<file path="src/rtl/cpu_pkg.sv">
// Shared types and default widths for the data-memory arbiter.
package cpu_pkg;

  localparam int ADDR_W = 8;
  localparam int DATA_W = 16;

  typedef enum logic [1:0] {
    IDLE,
    ACCESS,
    RESP
  } arb_state_t;

  typedef enum logic {
    CORE,
    LOADER
  } req_id_t;

endpackage

</file>
<file path="src/rtl/data_mem_arbiter_arb_pick.sv">
// Combinational winner selection between core and loader requests.
// ARB_ROUND_ROBIN_EN selects alternation on contention; otherwise the core has fixed priority.
module arb_pick
  import cpu_pkg::*;
(
  input  logic    core_req,
  input  logic    ldr_req,
  input  req_id_t last_winner,
  output logic    valid,
  output req_id_t winner
);

  always_comb begin
    valid  = core_req | ldr_req;
    winner = CORE;
    if (core_req && ldr_req) begin
`ifdef ARB_ROUND_ROBIN_EN
      winner = (last_winner == CORE) ? LOADER : CORE;
`else
      winner = CORE;
`endif
    end else if (ldr_req) begin
      winner = LOADER;
    end
  end

`ifndef ARB_ROUND_ROBIN_EN
  // Fixed priority has no history; the port exists so both builds share one interface.
  logic w_unused_last;
  assign w_unused_last = (last_winner == LOADER);
`endif

endmodule

</file>
<file path="src/rtl/data_mem_arbiter.sv">
// Two-requester arbiter (core, loader) in front of a single-port synchronous data memory.
// Optional macro ARB_ROUND_ROBIN_EN: alternate grants on contention instead of core priority.
module data_mem_arbiter #(
  parameter int ADDR_W = cpu_pkg::ADDR_W,
  parameter int DATA_W = cpu_pkg::DATA_W
) (
  input  logic              clock,
  input  logic              reset_n,
  input  logic              core_req,
  input  logic              core_we,
  input  logic [ADDR_W-1:0] core_addr,
  input  logic [DATA_W-1:0] core_wdata,
  output logic              core_gnt,
  output logic              core_rvalid,
  output logic [DATA_W-1:0] core_rdata,
  input  logic              ldr_req,
  input  logic              ldr_we,
  input  logic [ADDR_W-1:0] ldr_addr,
  input  logic [DATA_W-1:0] ldr_wdata,
  output logic              ldr_gnt,
  output logic              ldr_rvalid,
  output logic [DATA_W-1:0] ldr_rdata,
  output logic              mem_en,
  output logic              mem_we,
  output logic [ADDR_W-1:0] mem_addr,
  output logic [DATA_W-1:0] mem_wdata,
  input  logic [DATA_W-1:0] mem_rdata,
  output logic              busy
);
  import cpu_pkg::*;

  // state  | meaning
  // IDLE   | waiting; sample requests and latch the winner's fields
  // ACCESS | drive memory from latched fields, pulse winner's gnt
  // RESP   | read only: return mem_rdata with winner's rvalid

  arb_state_t        r_state, w_next;
  req_id_t           r_winner, w_winner, w_last_winner;
  logic              w_valid;
  logic              r_we;
  logic [ADDR_W-1:0] r_addr;
  logic [DATA_W-1:0] r_wdata;
  logic              w_take;

  assign w_take = (r_state == IDLE) && w_valid;

  arb_pick u_pick (
    .core_req    (core_req),
    .ldr_req     (ldr_req),
    .last_winner (w_last_winner),
    .valid       (w_valid),
    .winner      (w_winner)
  );

`ifdef ARB_ROUND_ROBIN_EN
  req_id_t r_last_winner;

  // Reset to LOADER so the core wins the first contended grant.
  always_ff @(posedge clock or negedge reset_n) begin
    if (!reset_n) begin
      r_last_winner <= LOADER;
    end else if (w_take) begin
      r_last_winner <= w_winner;
    end
  end

  assign w_last_winner = r_last_winner;
`else
  assign w_last_winner = LOADER;
`endif

  always_ff @(posedge clock or negedge reset_n) begin
    if (!reset_n) begin
      r_state  <= IDLE;
      r_winner <= CORE;
      r_we     <= 1'b0;
      r_addr   <= '0;
      r_wdata  <= '0;
    end else begin
      r_state <= w_next;
      if (w_take) begin
        r_winner <= w_winner;
        r_we     <= (w_winner == CORE) ? core_we    : ldr_we;
        r_addr   <= (w_winner == CORE) ? core_addr  : ldr_addr;
        r_wdata  <= (w_winner == CORE) ? core_wdata : ldr_wdata;
      end
    end
  end

  // Outputs decode from the state register only, so async reset clears them at once.
  always_comb begin
    w_next      = r_state;
    core_gnt    = 1'b0;
    core_rvalid = 1'b0;
    core_rdata  = '0;
    ldr_gnt     = 1'b0;
    ldr_rvalid  = 1'b0;
    ldr_rdata   = '0;
    mem_en      = 1'b0;
    mem_we      = 1'b0;
    mem_addr    = '0;
    mem_wdata   = '0;
    busy        = (r_state != IDLE);
    case (r_state)
      IDLE: begin
        if (w_valid) w_next = ACCESS;
      end
      ACCESS: begin
        mem_en    = 1'b1;
        mem_we    = r_we;
        mem_addr  = r_addr;
        mem_wdata = r_wdata;
        if (r_winner == CORE) core_gnt = 1'b1;
        else                  ldr_gnt  = 1'b1;
        w_next = r_we ? IDLE : RESP;
      end
      RESP: begin
        if (r_winner == CORE) begin
          core_rvalid = 1'b1;
          core_rdata  = mem_rdata;
        end else begin
          ldr_rvalid = 1'b1;
          ldr_rdata  = mem_rdata;
        end
        w_next = IDLE;
      end
      default: w_next = IDLE;
    endcase
  end

endmodule

</file>
<file path="config.mk">
export PLATFORM = sky130hd
export DESIGN_NAME = data_mem_arbiter
export DESIGN_NICKNAME = d
export VERILOG_FILES = /design/src/rtl/cpu_pkg.sv /design/src/rtl/data_mem_arbiter_arb_pick.sv /design/src/rtl/data_mem_arbiter.sv
export SDC_FILE = /design/constraint.sdc
export NUM_CORES = 1
export LEC_CHECK = 0
export CAP_MARGIN = 15
export CORE_ASPECT_RATIO = 1.4
export CORE_UTILIZATION = 30
export DETAILED_ROUTE_END_ITERATION = 10
export DONT_BUFFER_PORTS = 1
export SYNTH_ARGS = -nofsm -noshare
export SYNTH_HDL_FRONTEND = slang
export SYNTH_HIERARCHICAL = 1
export SYNTH_SLANG_ARGS = --single-unit
</file>
<file path="constraint.sdc">
create_clock -name clock -period 4 [get_ports clock]
set_input_delay 0.4 -clock clock [delete_from_list [all_inputs] [get_ports clock]]
set_output_delay 0.4 -clock clock [all_outputs]
set_load 0.1 [all_outputs]
</file>
==> results.md, run 1 <==
* Status: finished clean
* Number of port buffers at 0
* Initial DRC Count at 6
* Crit path DAT at 2.44 ns
* Total CTS buffers at 3
* Final nets at 243
* Max H-tree Level at 1
* Ys Warns at 6
* Slew headroom at 28.7%
* Mapped cell area at 1970 µm²
* Worst-margin pin slew at 1.07 ns
* Max Slew Vio Count at 0
* DR pass1 iterations at 2
* Most frequent cells in the layout: and2_1, mux2_4, dfrtp_1, buf_4, mux2_2
* Reg-to-Reg End: r_wdata[5]
* Post-route minimum period at 2.84 ns
* Startpoint types: flop
* First-pass GRT wire length at 5460 µm
* Layout cells sized above 1 at 47.1%
* Fmax at 352 MHz
* Overall Global Routing Usage at 9.93%
* Placeable Area at 6250 µm²
* Cell Rows at 34
* Worst r2r src: r_state[1]
* Worst Hold End: r_wdata[8]
* HP Class: input port to flop
* Diode count at 0
* Worst setup EP type: output pin
* Remaining Overflow, GRT at 0
* Total Wirelength at 3550 µm
* IO Count at 133
* RSZ-0062 raised after global routing: no
* Worst endpoint required time at 3.60 ns
* Die width at 70.4 µm
* Gp weighted congestion at 0.645
* FF-to-FF setup slack at 2.41 ns
* CTS root buffer: clkbuf_8
* DRC viols at 0
* Critical path class: flop to output pin
* Crit-path cells: nor2b_4, buf_4, and2_1
* Crit-path slowest cell: and2_1
* Syn Inst Count at 158
* Vias in the first global route at 1195
* DRT antenna net count at 0
* Max-Cap Viols at 0
* Post-Syn Nets at 228
* Pin count of the biggest net entering global routing at 29
* Final Hold Viols at 0
* Die Ht at 97.8 µm
* Critical Path Fanout Max at 21
* CTS Sinks at 28
* HP Start: ldr_wdata[8]
* Avg Cell Area, Syn at 12.4 µm²
* Synthesis-to-finish area growth at 12.3%
* Fillers at 598
* Final setup fails at 0
* Average wire per standard cell at 14.6 µm
* Clk Latency, worst-skew pair at 0.27 ns
* Clock tree buffer depth at 2
* Vias per inst at 4.95
* Setup TNS at 0 ns
* Initial Util at 31.4%
* Layout Skew at 0.00712 ns
* Commonest non-fill, non-tap cell in the layout: and2_1
* Initial antenna violation count at 0
* Worst reg2reg path depth at 3
* Via count at 1207
* Die area at 6880 µm²
* Crit-path max cell delay at 0.85 ns
* Fin crit share at 71.0%
* CTS tree: done
* Clock slew at the register clock pins of the worst setup and hold paths at 0.10 ns
* Hold Crit Depth at 2
worst max-delay path by stage:
stage | start | endpoint | slack [ns] | depth (start not counted)
2_1_floorplan | r_state[0] | mem_addr[0] | 1.20 | 3
3_3_place_gp | r_state[0] | mem_addr[7] | 1.48 | 3
3_5_place_dp | r_state[0] | mem_addr[7] | 1.43 | 3
4_1_cts | r_state[0] | mem_addr[7] | 1.12 | 3
5_1_grt | r_state[0] | mem_addr[7] | 1.04 | 3
6_report | r_state[0] | mem_addr[7] | 1.16 | 3
worst max-delay path, delay by kind of cell, from the launching register on:
| family | cells | cell delay (ns) |
|---|---|---|
| buffers and inverters | 1 | 0.40 |
| flip-flops | 1 | 0.48 |
| AND/OR/NAND/NOR | 2 | 1.27 |
through the flow:
step                      hold slack [ns]  cells  setup WS, ns  utilization (%)  cell area (µm²)
after detailed placement            0.105    238          1.43             33.9             2120
after floorplan                     0.104    158          1.20                -             1970
final                               0.387    244          1.16             35.3             2210
after CTS                           0.381    244          1.12             35.3             2210
after global placement              0.105    238          1.48             33.9             2120
after global routing                0.381    244          1.04             35.3             2210
flip-flops by register name, indices dropped and copies added, names as in the netlist:
name / cells
r_wdata: 16
r_addr: 8
r_state: 2
r_we: 1
r_winner: 1
cell type report:
cell class | instances | area (µm²) | area share (%)
Multi-Input combinational cell | 118 | 1180 | 53.5
Sequential cell | 28 | 701 | 31.7
Clock buffer | 4 | 55.1 | 2.49
Timing Repair Buffer | 22 | 180 | 8.16
Tap cell | 72 | 90.1 | 4.08
layer usage:
layer	global-route usage, %	vias up	wire length, µm
met5	0	-	0
met4	3.69	0	21
met3	1.03	2	307
met2	19.5	96	1880
met1	10.6	559	1340
li1	-	550	-
what timing repair did:
item                                   4_1_cts  5_1_grt
gates resized for setup                      0        0
endpoints found under the hold margin       28        0
hold buffers                                 2        0
setup buffers                                0        0
Power of run 1 is left out: the tool's default activity adds up to more than one toggle a clock period on the data nets, which glitch-free logic cannot reach.
==> run 2: changes to the inputs <==
clock period = 2.6 ns   (was 4 ns; I/O delays follow)
==> run 2 against run 1 <==
First-iteration DRC count decreased by 17%; count of clock-buffer cells in the layout is the same; non-clock buffer count up 44; flip-flop and latch count is the same; utilization grew 8.5 points; worst setup slack worse by 0.59 ns; register-to-register slack got worse by 1.4 ns; wire length grew 9.0%; critical endpoint is now core_gnt.
==> results.md, run 2 (same netlist as run 1, synthesis figures left out) <==
* Max-Cap Viols at 0
* Initial DRC Count at 5
* Worst r2r src: r_state[1]
* DR pass1 iterations at 2
* Largest reg by FF count: r_wdata
* Hold buffers post-CTS at 2
* Via count at 1336
* Status: finished clean
* Worst setup EP type: output pin
* Layout Skew at 0.00195 ns
* Crit path DAT at 1.77 ns
* CTS Sinks at 28
* Clock tree buffer depth at 2
* Placeable Area at 6250 µm²
* Setup TNS at 0 ns
* Slew headroom at 64.9%
* Dpl cell area at 2650 µm²
* Commonest non-fill, non-tap cell in the layout: and2_1
* Remaining Overflow, GRT at 0
* Diode count at 0
* WHS at 0.258 ns
* Multi-input logic area at 1180 µm²
* DRT antenna net count at 0
* Largest register FFs at 16
* DRC viols at 0
* Critical Path Fanout Max at 29
* Vias in the first global route at 1328
* Final Hold Viols at 0
* Fillers at 586
* Largest registers: r_wdata x16, r_addr x8, r_state x2
* Final setup fails at 0
* Clk Latency, worst-skew pair at 0.26 ns
* Total CTS buffers at 3
* Reg-to-Reg End: r_wdata[4]
* Die width at 70.4 µm
* Die Ht at 97.8 µm
* CTS tree: done
* Most frequent cells in the layout: and2_1, buf_4, mux2_4, dfrtp_1, buf_12
* Total Wirelength at 3870 µm
* Synthesis-to-finish area growth at 39.3%
* Final setup margin at 0.572 ns
* Worst-margin pin slew at 0.530 ns
* Worst endpoint required time at 2.34 ns
* Worst reg2reg path depth at 3
* Fmax at 493 MHz
* Post-DP HPWL at 3090 µm
* Critical path class: flop to output pin
* Fin crit share at 78.0%
* First-pass GRT wire length at 6410 µm
* Initial Util at 31.4%
* Sequential Area at 701 µm²
* Fin area at 2740 µm²
* Average wire per standard cell at 13.4 µm
* Gp weighted congestion at 0.619
* Startpoint types: flop
* Clock slew at the register clock pins of the worst setup and hold paths at 0.09 ns
* CTS root buffer: clkbuf_8
* Crit path launch: r_state[0]
* Initial antenna violation count at 0
* Pre-CTS setup slack at 0.812 ns
* Vias per inst at 4.64
* CP endpoint: core_gnt
* Number of port buffers at 0
* RSZ-0062 raised after global routing: no
* Pin count of the biggest net entering global routing at 30
* Overall Global Routing Usage at 11.3%
* Postcts setup bufs at 0
* Max Slew Vio Count at 0
* CTS-repair resized insts at 0
* Post-route minimum period at 2.03 ns
* IO Count at 133
* FF-to-FF setup slack at 0.99 ns
* Final nets at 287
* Max H-tree Level at 1
* Cell Rows at 34
* HP Class: input port to flop
* Layout cells sized above 1 at 57.9%
* Die area at 6880 µm²
-- run 2: cell count changes in the layout (fill, tap and decap cells not counted), sizes merged --
| cell | delta |
|---|---|
| buf | +44 |
-- run 2: layout make-up --
type / count / area share [%]
clock buffer: 4 / 2.01
multi-input combinational: 118 / 43.1
sequential: 28 / 25.6
timing repair buffer: 66 / 26.0
tap: 72 / 3.29
-- run 2: layer usage --
| layer | global-route usage [%] | up-vias | routed length (µm) |
|---|---|---|---|
| met2 | 20.5 | 93 | 2010 |
| met4 | 2.77 | 0 | 18 |
| met3 | 2.06 | 2 | 384 |
| met1 | 13.4 | 603 | 1460 |
| li1 | - | 638 | - |
| met5 | 0 | - | 0 |
-- run 2: worst max-delay path, stage by stage (launching register included) --
cell and delay, ns:
dfrtp_1 0.48, nor2b_4 0.50, nor2b_2 0.23, buf_4 0.29
-- run 2: worst min path at each step --
stage	start	endpoint	slack, ns	cells after the start
4_1_cts	ldr_wdata[14]	r_wdata[14]	0.25	2
2_1_floorplan	reset_n	r_addr[0]	-0.04	0
5_1_grt	ldr_wdata[11]	r_wdata[11]	0.25	2
3_5_place_dp	reset_n	r_wdata[6]	-0.03	0
3_3_place_gp	reset_n	r_wdata[12]	-0.03	0
6_report	ldr_wdata[14]	r_wdata[14]	0.26	2
-- run 2: through the flow --
stage,cells,util (%)
6_report,288,43.8
5_1_grt,288,43.8
4_1_cts,288,43.8
3_5_place_dp,282,42.4
3_3_place_gp,282,42.4
2_1_floorplan,158,-
Power of run 2 is left out for the same reason.
